File: config.mk
export PLATFORM = sky130hd
export DESIGN_NAME = serial_adder_flat
export DESIGN_NICKNAME = d
export VERILOG_FILES = /design/src/rtl/serial_adder_if.sv /design/src/rtl/serial_adder.sv /design/src/flat_wrapper.sv
export SDC_FILE = /design/constraint.sdc
export NUM_CORES = 1
export LEC_CHECK = 0
export BUFFER_PORTS_ARGS = -buffer_cell sky130_fd_sc_hd__buf_2
export CELL_PAD_IN_SITES_DETAIL_PLACEMENT = 1
export CELL_PAD_IN_SITES_GLOBAL_PLACEMENT = 1
export CORE_AREA = 2 2 68 76
export CTS_CLUSTER_SIZE = 28
export DETAILED_ROUTE_END_ITERATION = 16
export DIE_AREA = 0 0 70 78
export MAX_ROUTING_LAYER = met4
export PLACE_DENSITY_LB_ADDON = 0.1
export SKIP_CTS_REPAIR_TIMING = 1
export SKIP_LAST_GASP = 1
export SLEW_MARGIN = 20
export SYNTH_ARGS = -nofsm -noshare
export SYNTH_HDL_FRONTEND = slang
export SYNTH_SLANG_ARGS = --single-unit
File: constraint.sdc
create_clock -name clk -period 1.5 [get_ports clk]
set_clock_uncertainty 0.1 [all_clocks]
set_input_delay 0.225 -clock clk [delete_from_list [all_inputs] [get_ports clk]]
set_output_delay 0.225 -clock clk [all_outputs]
set_load 0.02 [all_outputs]
File: src/rtl/serial_adder_if.sv
// Handshake/operand/result bundle for serial_adder.
//   master: drives start, a, b, cin; observes busy, done, sum, cout, ovf
//   slave : the adder side of the same signals
interface serial_adder_if #(
  parameter int unsigned WIDTH = 8
) ();
  logic             start;
  logic [WIDTH-1:0] a;
  logic [WIDTH-1:0] b;
  logic             cin;
  logic             busy;
  logic             done;
  logic [WIDTH-1:0] sum;
  logic             cout;
  logic             ovf;

  modport master (
    output start, a, b, cin,
    input  busy, done, sum, cout, ovf
  );

  modport slave (
    input  start, a, b, cin,
    output busy, done, sum, cout, ovf
  );
endinterface

File: src/rtl/serial_adder.sv
// Bit-serial adder: one full-adder slice plus carry flop, LSB first,
// WIDTH clocks per addition. Results are held until the next completion.
//   clk  : rising-edge clock
//   rst  : asynchronous active-high reset
//   bus  : serial_adder_if.slave (start/a/b/cin in, busy/done/sum/cout/ovf out)
module serial_adder #(
  parameter int unsigned WIDTH = 8
) (
  input  logic           clk,
  input  logic           rst,
  serial_adder_if.slave  bus
);

  localparam int unsigned CW = $clog2(WIDTH + 1);

  typedef enum logic [1:0] {
    IDLE = 2'd0,
    RUN  = 2'd1,
    DONE = 2'd2
  } state_t;

  state_t           state;
  state_t           state_d;

  logic [WIDTH-1:0] a_sr;
  logic [WIDTH-1:0] b_sr;
  logic [WIDTH-1:0] res_sr;
  logic             carry;
  logic [CW-1:0]    cnt;

  logic             busy_q;
  logic             done_q;
  logic [WIDTH-1:0] sum_q;
  logic             cout_q;
  logic             ovf_q;

  logic             load_c;
  logic             shift_c;
  logic             finish_c;
  logic             s_c;
  logic             co_c;

  // Full-adder bit slice on the current LSBs and the carry flop
  assign s_c  = a_sr[0] ^ b_sr[0] ^ carry;
  assign co_c = (a_sr[0] & b_sr[0]) | (a_sr[0] & carry) | (b_sr[0] & carry);

  // State register
  always_ff @(posedge clk or posedge rst) begin
    if (rst) state <= IDLE;
    else     state <= state_d;
  end

  // Next-state logic; start is only honoured outside RUN
  always_comb begin
    state_d = state;
    case (state)
      IDLE:    state_d = bus.start ? RUN : IDLE;
      RUN:     state_d = (cnt == CW'(WIDTH - 1)) ? DONE : RUN;
      DONE:    state_d = bus.start ? RUN : IDLE;
      default: state_d = IDLE;
    endcase
  end

  // Datapath controls decoded from the current state
  always_comb begin
    load_c   = 1'b0;
    shift_c  = 1'b0;
    finish_c = 1'b0;
    case (state)
      IDLE, DONE: load_c = bus.start;
      RUN: begin
        shift_c  = 1'b1;
        finish_c = (cnt == CW'(WIDTH - 1));
      end
      default: ;
    endcase
  end

  // Operand/result shift registers, carry flop, counter and held results
  always_ff @(posedge clk or posedge rst) begin
    if (rst) begin
      a_sr   <= '0;
      b_sr   <= '0;
      res_sr <= '0;
      carry  <= 1'b0;
      cnt    <= '0;
      sum_q  <= '0;
      cout_q <= 1'b0;
      ovf_q  <= 1'b0;
    end else if (load_c) begin
      a_sr   <= bus.a;
      b_sr   <= bus.b;
      res_sr <= '0;
      carry  <= bus.cin;
      cnt    <= '0;
    end else if (shift_c) begin
      a_sr   <= a_sr >> 1;
      b_sr   <= b_sr >> 1;
      res_sr <= {s_c, res_sr[WIDTH-1:1]};
      carry  <= co_c;
      cnt    <= cnt + CW'(1);
      if (finish_c) begin
        sum_q  <= {s_c, res_sr[WIDTH-1:1]};
        cout_q <= co_c;
        // carry flop holds the carry into the MSB on the last slice
        ovf_q  <= carry ^ co_c;
      end
    end
  end

  // busy/done registered from the next state so they track the state exactly
  always_ff @(posedge clk or posedge rst) begin
    if (rst) begin
      busy_q <= 1'b0;
      done_q <= 1'b0;
    end else begin
      busy_q <= (state_d == RUN);
      done_q <= (state_d == DONE);
    end
  end

  assign bus.busy = busy_q;
  assign bus.done = done_q;
  assign bus.sum  = sum_q;
  assign bus.cout = cout_q;
  assign bus.ovf  = ovf_q;

endmodule

File: src/flat_wrapper.sv
// flat-port wrapper written by rule: the top's interface ports become plain ports
module serial_adder_flat 
#(
  parameter int unsigned WIDTH = 8
)
  (clk, rst, bus_start, bus_a, bus_b, bus_cin, bus_busy, bus_done, bus_sum, bus_cout, bus_ovf);
  serial_adder_if #(.WIDTH(WIDTH)) bus_i ();
  input  logic clk;
  input  logic rst;
  input wire logic [$bits(bus_i.start)-1:0] bus_start;
  input wire logic [$bits(bus_i.a)-1:0] bus_a;
  input wire logic [$bits(bus_i.b)-1:0] bus_b;
  input wire logic [$bits(bus_i.cin)-1:0] bus_cin;
  output wire logic [$bits(bus_i.busy)-1:0] bus_busy;
  output wire logic [$bits(bus_i.done)-1:0] bus_done;
  output wire logic [$bits(bus_i.sum)-1:0] bus_sum;
  output wire logic [$bits(bus_i.cout)-1:0] bus_cout;
  output wire logic [$bits(bus_i.ovf)-1:0] bus_ovf;
  assign bus_i.start = bus_start;
  assign bus_i.a = bus_a;
  assign bus_i.b = bus_b;
  assign bus_i.cin = bus_cin;
  assign bus_busy = bus_i.busy;
  assign bus_done = bus_i.done;
  assign bus_sum = bus_i.sum;
  assign bus_cout = bus_i.cout;
  assign bus_ovf = bus_i.ovf;
  serial_adder #(.WIDTH(WIDTH)) u_core (.clk(clk), .rst(rst), .bus(bus_i));
endmodule
## Word level (Yosys, flattened, before mapping)

Index checks and enable logic that the tools add are counted.

- Shift operators: 0
- Reduce and logical (&&, ||, !) cells: 4
- Magnitude comparators: 0
- Div/mod/pow operators: 0
- Eq/ne operators: 5
- $add $sub $neg: 1
- Multiply operators: 0
- Muxes and demuxes: 16
- Bitwise logic cells: 9

Operators with widths:

| kind | number |
|---|---|
| 8-bit two-way mux | 6 |
| 4-bit two-way mux | 2 |
| 1-bit two-way mux | 6 |
| 4-bit by 1-bit adder with 4-bit output, second input constant | 1 |
| 2-bit by 1-bit equality test with 1-bit output, second input constant | 2 |
| 2-bit equality test, second input constant | 2 |
| 4-bit by 3-bit equality test with 1-bit output, second input constant | 1 |
| 2-bit one-hot mux with 2 select lines | 1 |
| 1-bit AND | 3 |
| 3-bit AND reduction | 1 |
| 1-bit bitwise XOR | 3 |
| 2-bit logical NOT | 1 |
| 2-bit two-way mux | 1 |
| 1-bit bitwise OR | 2 |
| 2-bit nonzero test | 1 |
| 2-bit OR reduction | 1 |
| 1-bit inverter | 1 |

- Bits in read-only memories: 0
- Bits in latches: 0
- Word-level logic and storage cells: 46
- Memories: 0
- Memory bits (writable): 0
- Bits of input ports: 20
- Register bits: 43

## Longest topological paths before layout

Gate-level depths: netlist (run 1).

- Depth in word-level cells: 5
- Depth in mapped cells: 5

## Worst setup path after synthesis (run 1)

No wires, ideal clock.

- Path kind: reg2reg
- Start point: register u_core.state[1]
- End point: register u_core.cout_q, in the netlist u_core.bus.cout
- Period minus slack after synthesis: 1,503 ps
- Setup time: 125 ps
- Buffers on the path: 2
- Arrival: 1,279 ps
- Cell stages (with the launch flop): 6
- Path slack: -3 ps
- Required time: 1,275 ps
- Cells stage by stage: dfrtp_1 > nand2b_1 > buf_6 > nor3_4 > buf_6 > mux2_2

- Longest elaborated chain between the ends: 5
- Elaborated cells between the ends (all ways): 9
- Classes of those cells: eq/ne (2); mux (3); bitwise (1); reduce/logical (3)

RTL lines:

| element | line | text |
|---|---|---|
| start, declared | serial_adder.sv:22 | `state_t state;` |
| start signal, assigned | serial_adder.sv:50 | `else state <= state_d;` |
| 2-bit equality test or 2-bit logical NOT (tied branches) | serial_adder.sv:69 | `case (state)` |
| 2-bit OR reduction (no line) | n/a |  |
| 1-bit two-way mux | serial_adder.sv:69 |  |
| 1-bit inverter (no line) | n/a |  |
| 3-bit AND reduction (no line) (*) | n/a |  |
| end signal, assigned | serial_adder.sv:104 | `cout_q <= co_c;` |
| end, declared | serial_adder.sv:34 | `logic cout_q;` |

Every way passes the cells marked *; elsewhere a longest branch is shown, timed or not.
A chain may end at the register's enable or synchronous reset.

## Worst setup path in the final report (run 1)

- Start point: register u_core.cnt[0]
- End point: register u_core.sum_q[4], in the netlist u_core.bus.sum[4]

- Longest elaborated chain between the ends: 3

RTL lines:

| element | line | text |
|---|---|---|
| start, declared | serial_adder.sv:29 | `logic [CW-1:0] cnt;` |
| start signal, assigned | serial_adder.sv:101 | `cnt <= cnt + CW'(1);` |
| 4-bit by 3-bit equality test with 1-bit output | serial_adder.sv:73 | `finish_c = (cnt == CW'(WIDTH - 1));` |
| 1-bit two-way mux | serial_adder.sv:69 |  |
| 3-bit AND reduction (no line) | n/a |  |
| end signal, assigned | serial_adder.sv:103 | `sum_q <= {s_c, res_sr[WIDTH-1:1]};` |
| end, declared | serial_adder.sv:33 | `logic [WIDTH-1:0] sum_q;` |

Every way passes these cells.

==> results of run 1 <==
[Yosys cell counts (all sizes together)]
cell / n / area (um2)
a22o: 10 / 87.58
a22oi: 15 / 112.6
and2b: 2 / 15.01
buf: 9 / 57.55
clkbuf: 1 / 3.750
dfrtp: 42 / 1051
fa: 1 / 20.02
ha: 1 / 12.51
inv: 1 / 3.750
mux2: 10 / 112.6
mux2i: 1 / 10.01
nand2: 19 / 71.32
nand2b: 2 / 12.51
nand3: 15 / 75.07
nand3b: 1 / 7.510
nand4: 1 / 6.260
nor2: 3 / 13.77
nor3: 2 / 21.27
o21ai: 1 / 5.000
xnor2: 1 / 8.760
xor2: 2 / 17.52
[sequential cells by signal, indices dropped and copies added (netlist names), 2 cells and up]
name	cells
u_core.state	2
u_core.res_sr	7
u_core.a_sr	8
u_core.b_sr	8
u_core.bus.sum	8
u_core.cnt	4
[tightest hold or removal path, cell delays in order]
cell,delay [ns]
buf_2,0.09
inv_1,0.04
buf_4,0.46
[path summary, 6_finish.rpt]
kind                                                from                       endpoint  slack (ns)  depth (start not counted)
setup / recovery               u_core.cnt[0]$_DFFE_PP0P_  u_core.bus.sum[4]$_DFFE_PP0P_       -0.04                          5
hold / removal                                       rst   u_core.res_sr[2]$_DFFE_PP0P_       -0.03                          3
setup reg to reg               u_core.cnt[0]$_DFFE_PP0P_  u_core.bus.sum[4]$_DFFE_PP0P_       -0.04                          5
hold reg to reg            u_core.bus.sum[5]$_DFFE_PP0P_  u_core.bus.sum[5]$_DFFE_PP0P_        0.41                          1
max in group asynchronous                            rst      u_core.cnt[2]$_DFFE_PP0P_        0.96                          3
min in group clk                                bus_a[1]     u_core.a_sr[1]$_DFFE_PP0P_        0.05                          3
[final cells by class]
cell class / count / share of cell area, %
flip-flops and latches: 42 / 48.95
multi-input cells: 87 / 29.25
repair buffers: 50 / 14.80
clock buffers: 7 / 3.555
well taps: 56 / 3.263
inverters: 1 / 0.1748
[per-layer routing]
| metal | GRT usage [%] | vias to the layer above | share of wire, % |
|---|---|---|---|
| met3 | 4.156 | 7 | 4.4 |
| met2 | 27.81 | 33 | 51 |
| li1 | - | 589 | - |
| met4 | 6.346 | 0 | 1.6 |
| met5 | - | - | 0 |
| met1 | 20.32 | 655 | 43 |
[where the power goes]
part / internal (mW) / switching, mW
Sequential: 1.62 / 0.329
Clock: 0.321 / 0.356
Combinational: 0.966 / 1.05
Total: 2.91 / 1.74
[cells by family (layout without fill, tap and decap cells)]
kind of cell	after synthesis	in the layout	share of synthesized area [%]
buffers and inverters	11	58	3.770
AO/OA/AOI/OAI	26	26	11.89
AND/OR/NAND/NOR	45	45	12.91
adder cells (fa/ha/maj)	2	2	1.885
flip-flops	42	42	60.91
multiplexers	11	11	7.107
XOR/XNOR	3	3	1.523
==> metrics.txt, run 1 <==
Top Family by Delay on Critical Path=flip-flops; Fin. Hold Viols=42; syn_nets=162; filler instances=519; failing checks=hold timing, setup timing; critical path cell sequence=ha_2, nand2_2, nor3_4, buf_6, mux2_2; Leak=1.085 nW; gr ovfl total=0; leading cell types in the layout, fill and taps excluded=42 x dfrtp_1, 31 x buf_2, 18 x nand2_1; worst-skew pair later-pin latency=0.29 ns; commonest non-fill, non-tap cell in the layout=dfrtp_1; Clock transition at path regs=0.07 ns; area grow syn2layout=24.44%; diode count=0; highest cell delay on the worst timing path=0.38 ns; WS Path Type=reg -> reg; Non-Filler Instances=243; drt drc=0; Die Y=78 um; VDD IR max=0.6449 mV; WL/cell=16.87 um; DP HPWL=2832 um; # IOs=32; Layout Nets=209; final WL=4100 um; Final WS setup=-0.03727 ns; Final Core Density=46.48%; die width=70 um; CTS sink cnt=42; share of cells above drive strength 1=37.97%; placed instance area=2019 um2; placeable core area=4619 um2; Fmax=0.6505 GHz; area taken by multi-input logic gates=628.1 um2; CTS Buf Count=5; Die ar.=5460 um2; ratio of final minimum period to clock period=102.5%; Crit Path Max Fanout=5; worst hold slack=-0.03098 ns; Data required, critical path=1.57 ns; type of origin of the critical path=flop; synthesized cell area=1725 um2; Slew @ Worst Pin=0.5488 ns; Port Buffers=31; post-route ant nets=0; min cycle time layout=1.537 ns; placed cell count=232; CTS tree=built; row count=26; largest net degree at the start of global routing=43; CP arrival=1.61 ns; Starting DRT DRC Count=83; Synth cell types=24; clk buf depth=2; worst min path class=in -> async; cells after synthesis=140; Seq. cell area=1051 um2; Total Neg Setup Slack=-0.2134 ns; Final Slew Violations=0; buffer and inverter count on the worst path=1; post-synthesis register bit count=42; vias in the first global route=1355; CTS H-tree depth=2; register area share after synthesis=60.91%; setup violators final=9; Pwr Total=4.650 mW; Power per Cell Area=2166 nW/um2; DP Worst Slack=-0.02846 ns; Starting Density=37.35%; post-route cell area=2147 um2; via count=1284; relative slew slack=63.41%; RSZ-0062 raised after global routing=yes; first-pass GRT wire length=6920 um; initial antenna violation count=0; max_cap viols=0; Initial DRT Pass Iterations=4; status=finished with violations; syn_area_per_cell=12.32 um2; global-route usage over all layers=16.97%; Worst Setup End Kind=flop; Root Driver=clkbuf_8; YS warnings=0; slowest CP cell=dfrtp_1; Via density=5.284; routability cong.=0.6971
No activity file was read; power rests on OpenSTA's default activity.
==> inputs of run 2 (changes only) <==
==> constraint.sdc (replaced) <==
create_clock -name clk -period 1.5 [get_ports clk]
set_clock_uncertainty 0.1 [all_clocks]
set_input_delay 0 -clock clk [delete_from_list [all_inputs] [get_ports clk]]
set_output_delay 0 -clock clk [all_outputs]
set_load 0.02 [all_outputs]
==> run 2 against run 1 <==
Effect of this change:
- the run ends with setup timing left
- fmax up 1.7%
- worst setup slack better by 0.026 ns
- core utilization up 5.2 points
- sequential cell count unchanged
- critical endpoint unchanged
- highest routed layer unchanged
==> metrics.txt, run 2 (same netlist as run 1, synthesis figures left out) <==
Final WS setup=-0.01168 ns; commonest non-fill, non-tap cell in the layout=dfrtp_1; Hold Crit Start=bus_start; DP HPWL=2842 um; type of origin of the critical path=flop; Root Driver=clkbuf_8; Port Buffers=31; highest metal used=met4; setup violators final=4; Via density=5.167; met3 wire len=147 um; Layout Nets=228; Die Y=78 um; Leak=1.193 nW; post-route ant nets=0; Slew @ Worst Pin=0.5311 ns; Pwr Total=4.975 mW; CTS Buf Count=5; DP Worst Slack=-0.04290 ns; min cycle time layout=1.512 ns; Crit Path Max Fanout=5; via count=1359; leading cell types in the layout, fill and taps excluded=42 x dfrtp_1, 31 x buf_2, 18 x nand2_1, 18 x dlygate4sd3_1, 17 x buf_4; r2r startpoint=u_core.cnt[1]$_DFFE_PP0P_; RSZ-0062 raised after global routing=yes; relative slew slack=64.60%; WL met2=2343 um; # IOs=32; worst-skew pair later-pin latency=0.30 ns; worst min path class=in -> reg; R2R Setup Slk=-0.01 ns; CTS tree=built; drt drc=0; failing checks=setup timing; Data required, critical path=1.58 ns; VDD IR max=0.7015 mV; CTS H-tree depth=2; Clock transition at path regs=0.07 ns; final WL=4391 um; Starting Density=37.35%; initial antenna violation count=0; CTS sink cnt=42; Die ar.=5460 um2; hold path cells=4; Metal-1 WL=1833 um; CP arrival=1.59 ns; first-pass GRT wire length=6927 um; Non-Filler Instances=263; placeable core area=4619 um2; Power per Cell Area=2083 nW/um2; Sequential Power Share=39.4%; Sw Share=36.14%; Final Slew Violations=0; RR Endpoint=u_core.bus.sum[4]$_DFFE_PP0P_; placed instance area=2019 um2; filler instances=516; Clock power frac=17.5%; vias in the first global route=1401; gr ovfl total=0; Starting DRT DRC Count=87; largest net degree at the start of global routing=43; die width=70 um; clk buf depth=2; status=finished with violations; Critical Path Start=u_core.cnt[1]$_DFFE_PP0P_; routability cong.=0.7360; Worst R2R Path Depth=5; placed cell count=232; max_cap viols=0; post-route cell area=2389 um2; ratio of final minimum period to clock period=100.8%; Fin. Hold Viols=0; area grow syn2layout=38.43%; global-route usage over all layers=16.93%; Gate power share=43.1%; Initial DRT Pass Iterations=4; WL/cell=16.70 um; WHS Endpoint=u_core.bus.busy$_DFF_PP0_; WS Path Type=reg -> reg; row count=26; diode count=0; internal power=3.177 mW; Fmax=0.6615 GHz; switching pwr=1.798 mW; share of cells above drive strength 1=35.75%; Worst Setup End Kind=flop
-- run 2: critical path: stages, from the launching register on --
cell     delay (ns)
dfrtp_1        0.36
ha_2           0.20
nand2_2        0.09
nor3_4         0.17
buf_6          0.16
mux2_2         0.33
-- run 2: power by group through the flow --
stage / clock [mW] / combinational [mW] / sequential, mW
global placement: 0 / 1.83 / 1.92
finish: 0.872 / 2.14 / 1.96
floorplan: 0 / 1.12 / 2.05
detailed placement: 0 / 1.94 / 1.96
global route: 0.947 / 2.36 / 2.03
CTS: 0.900 / 1.95 / 1.94
-- run 2: how the worst max path moves through the flow --
stage	end	slack, ns	depth (start not counted)
finish	u_core.bus.sum[4]$_DFFE_PP0P_	-0.01	5
global route	u_core.bus.sum[1]$_DFFE_PP0P_	-0.05	5
CTS	u_core.bus.sum[3]$_DFFE_PP0P_	-0.06	5
detailed placement	u_core.bus.cout$_DFFE_PP0P_	-0.04	5
global placement	u_core.bus.sum[4]$_DFFE_PP0P_	0.03	5
floorplan	u_core.bus.cout$_DFFE_PP0P_	0.003	5
-- run 2: layout make-up --
type / count / area, um2 / share of cell area [%]
timing repair buffer: 69 / 505.5 / 21.16
tap: 56 / 70.07 / 2.933
sequential: 42 / 1051 / 44.00
clock buffer: 7 / 76.32 / 3.195
clock inverter: 1 / 30.03 / 1.257
multi-input combinational: 87 / 651.9 / 27.29
inverter: 1 / 3.754 / 0.1572
-- run 2: routing by layer --
metal / global-route usage [%] / up-vias
met5: - / -
met4: 7.500 / 0
met3: 3.506 / 5
met2: 27.14 / 25
met1: 20.70 / 704
li1: - / 625
-- run 2: per-stage QoR --
stage,TNS [ns],util (%),hold WS (ns)
after floorplan,0,-,0.02811
after global placement,0,43.72,0.04851
after detailed placement,-0.3347,43.72,0.07575
after CTS,-0.4791,46.02,-0.2480
after global routing,-0.3181,51.71,0.06354
final,-0.04083,51.71,0.05030
==> inputs of run 3 (changes only) <==
ABC_AREA = 1   (was default)
CORE_AREA = 2 2 71 79   (was 2 2 68 76)
DIE_AREA = 0 0 73 81   (was 0 0 70 78)
==> run 3 against run 2 <==
Effect of this change:
- the run now ends clean
- non-clock buffer count decreased by 15
- core utilization decreased by 6.1 points
- hold slack improved by 0.23 ns
- first-iteration DRC count decreased by 47%
- cell area decreased by 0.42%
- routed wire length decreased by 13%
- combinational power decreased by 3%
- sequential cell count unchanged
- global-route usage decreased by 2.7 points
==> metrics.txt, run 3 <==
ranking of synthesized cells by area=dfrtp_1 56%, nand2_1 11%, nand2_2 4.6%, nand3_2 4.2%, o21ai_2 4.2%; Synth Area in Simple Gates=25.38%; CTS H-tree depth=2; gr ovfl total=0; Crit Path Max Fanout=3; leading cell types in the layout, fill and taps excluded=57 x nand2_1, 42 x dfrtp_1, 31 x buf_2; global-route usage over all layers=14.23%; Fin. Hold Viols=0; syn_area_per_cell=10.21 um2; Synth cell types=25; # IOs=32; worst-skew pair later-pin latency=0.28 ns; Starting DRT DRC Count=46; Port Buffers=31; placed instance area=2064 um2; Die ar.=5913 um2; cells after synthesis=185; Synth top area share=55.67%; ratio of final minimum period to clock period=94.15%; via count=1412; setup violators final=0; CTS sink cnt=42; initial antenna violation count=0; post-synthesis register bit count=42; status=completed; RSZ-0062 raised after global routing=no; first-pass GRT wire length=6334 um; synth cell count leaders=57 x nand2_1, 42 x dfrtp_1, 14 x inv_1, 14 x nand2_2, 9 x o21ai_2; Post-Synth Adder-Cell Area=1.723%; Synth Area in XOR/XNOR=0.4639%; Initial DRT Pass Iterations=2; count leader, synth=nand2_1; area grow syn2layout=25.98%; final WL=3825 um; die width=73 um; VDD IR max=0.5651 mV; relative slew slack=64.07%; largest net degree at the start of global routing=43; Worst Setup End Kind=flop; Seq. cell area=1051 um2; Synth area leader=dfrtp_1; WL/cell=12.75 um; Power per Cell Area=1987 nW/um2; synthesized cell area=1888 um2; filler instances=621; Slew @ Worst Pin=0.5389 ns; CTS Buf Count=5; diode count=0; YS warnings=0; Clock transition at path regs=0.07 ns; post-route ant nets=0; Leak=1.231 nW; area taken by multi-input logic gates=684.4 um2; Pwr Total=4.727 mW; post-route cell area=2379 um2; commonest non-fill, non-tap cell in the layout=nand2_1; share of cells above drive strength 1=33.75%; WS Path Type=reg -> reg; r2r startpoint=u_core.carry$_DFFE_PP0P_; FFs w/ async S/R, synth=100.0%; drt drc=0; mux contribution to synthesized area=0%; Post-synth EDFFs=0; Layout Nets=261; Fmax=0.7081 GHz; Total Neg Setup Slack=0 ns; routability cong.=0.6926; placeable core area=5220 um2; type of origin of the critical path=flop; DP HPWL=2583 um; Final Core Density=45.57%; Critical Path Start=u_core.carry$_DFFE_PP0P_; Die Y=81 um; register area share after synthesis=55.67%; largest family of logic cells by synthesized area=simple AND/OR/NAND/NOR gates; worst min path class=in -> async; min cycle time layout=1.412 ns; max_cap viols=0; Via density=4.707; Final Slew Violations=0; CP arrival=1.49 ns; Starting Density=36.17%; vias in the first global route=1438; Data required, critical path=1.57 ns; clk buf depth=2; leading register cell type out of synthesis=dfrtp_1; Synth Area in Compound Gates=8.284%; CTS tree=built; row count=28; Root Driver=clkbuf_8; syn_nets=207
-- run 3: stage by stage --
stage / setup slack, ns / hold slack [ns] / instances
final: 0.08782 / 0.2840 / 300
after global routing: 0.003524 / 0.3580 / 300
after CTS: 0.05993 / -0.2466 / 280
after detailed placement: 0.07490 / 0.07653 / 272
after global placement: 0.1323 / 0.06242 / 272
after floorplan: 0.1513 / 0.01655 / 185
-- run 3: logic make-up after synthesis --
kind of cell / after synthesis
simple gates: 94
flops: 42
buf+inv: 24
compound gates: 22
fa+ha+maj: 2
xor+xnor: 1
-- run 3: report_power, final --
group	internal (mW)	total, mW	switching [mW]
clock network	0.371	0.733	0.362
registers	1.63	1.92	0.284
logic	0.783	2.08	1.29
total	2.79	4.73	1.94
-- run 3: critical path, cell delays in order (launching register included) --
cell     delay, ns
dfrtp_1       0.43
fa_1          0.49
xnor2_1       0.21
o21ai_2       0.08
-- run 3: area by class of cell --
| type | count | share of cell area (%) |
|---|---|---|
| inverters | 17 | 2.998 |
| clock buffers | 7 | 3.630 |
| flip-flops and latches | 42 | 44.19 |
| repair buffers | 54 | 17.04 |
| well taps | 60 | 3.156 |
| clock inverters | 1 | 0.2104 |
| multi-input cells | 119 | 28.77 |
-- run 3: worst paths after layout --
path	to	slack, ns	cells after the start
max in group asynchronous	u_core.b_sr[0]$_DFFE_PP0P_	0.63	4
max	u_core.bus.ovf$_DFFE_PP0P_	0.09	3
max reg2reg	u_core.bus.ovf$_DFFE_PP0P_	0.09	3
min reg2reg	u_core.bus.sum[6]$_DFFE_PP0P_	0.38	2
min in group clk	u_core.a_sr[7]$_DFFE_PP0P_	0.35	4
min	u_core.bus.done$_DFF_PP0_	0.28	4
-- run 3: metal layers --
layer  routed length, um  up-vias  global-route usage [%]
li1                    -      690                       -
met1                1527      694                   14.90
met2                2150       24                   25.95
met3                 108        4                   3.598
met4                  39        0                   4.444
met5                   0        -                       -
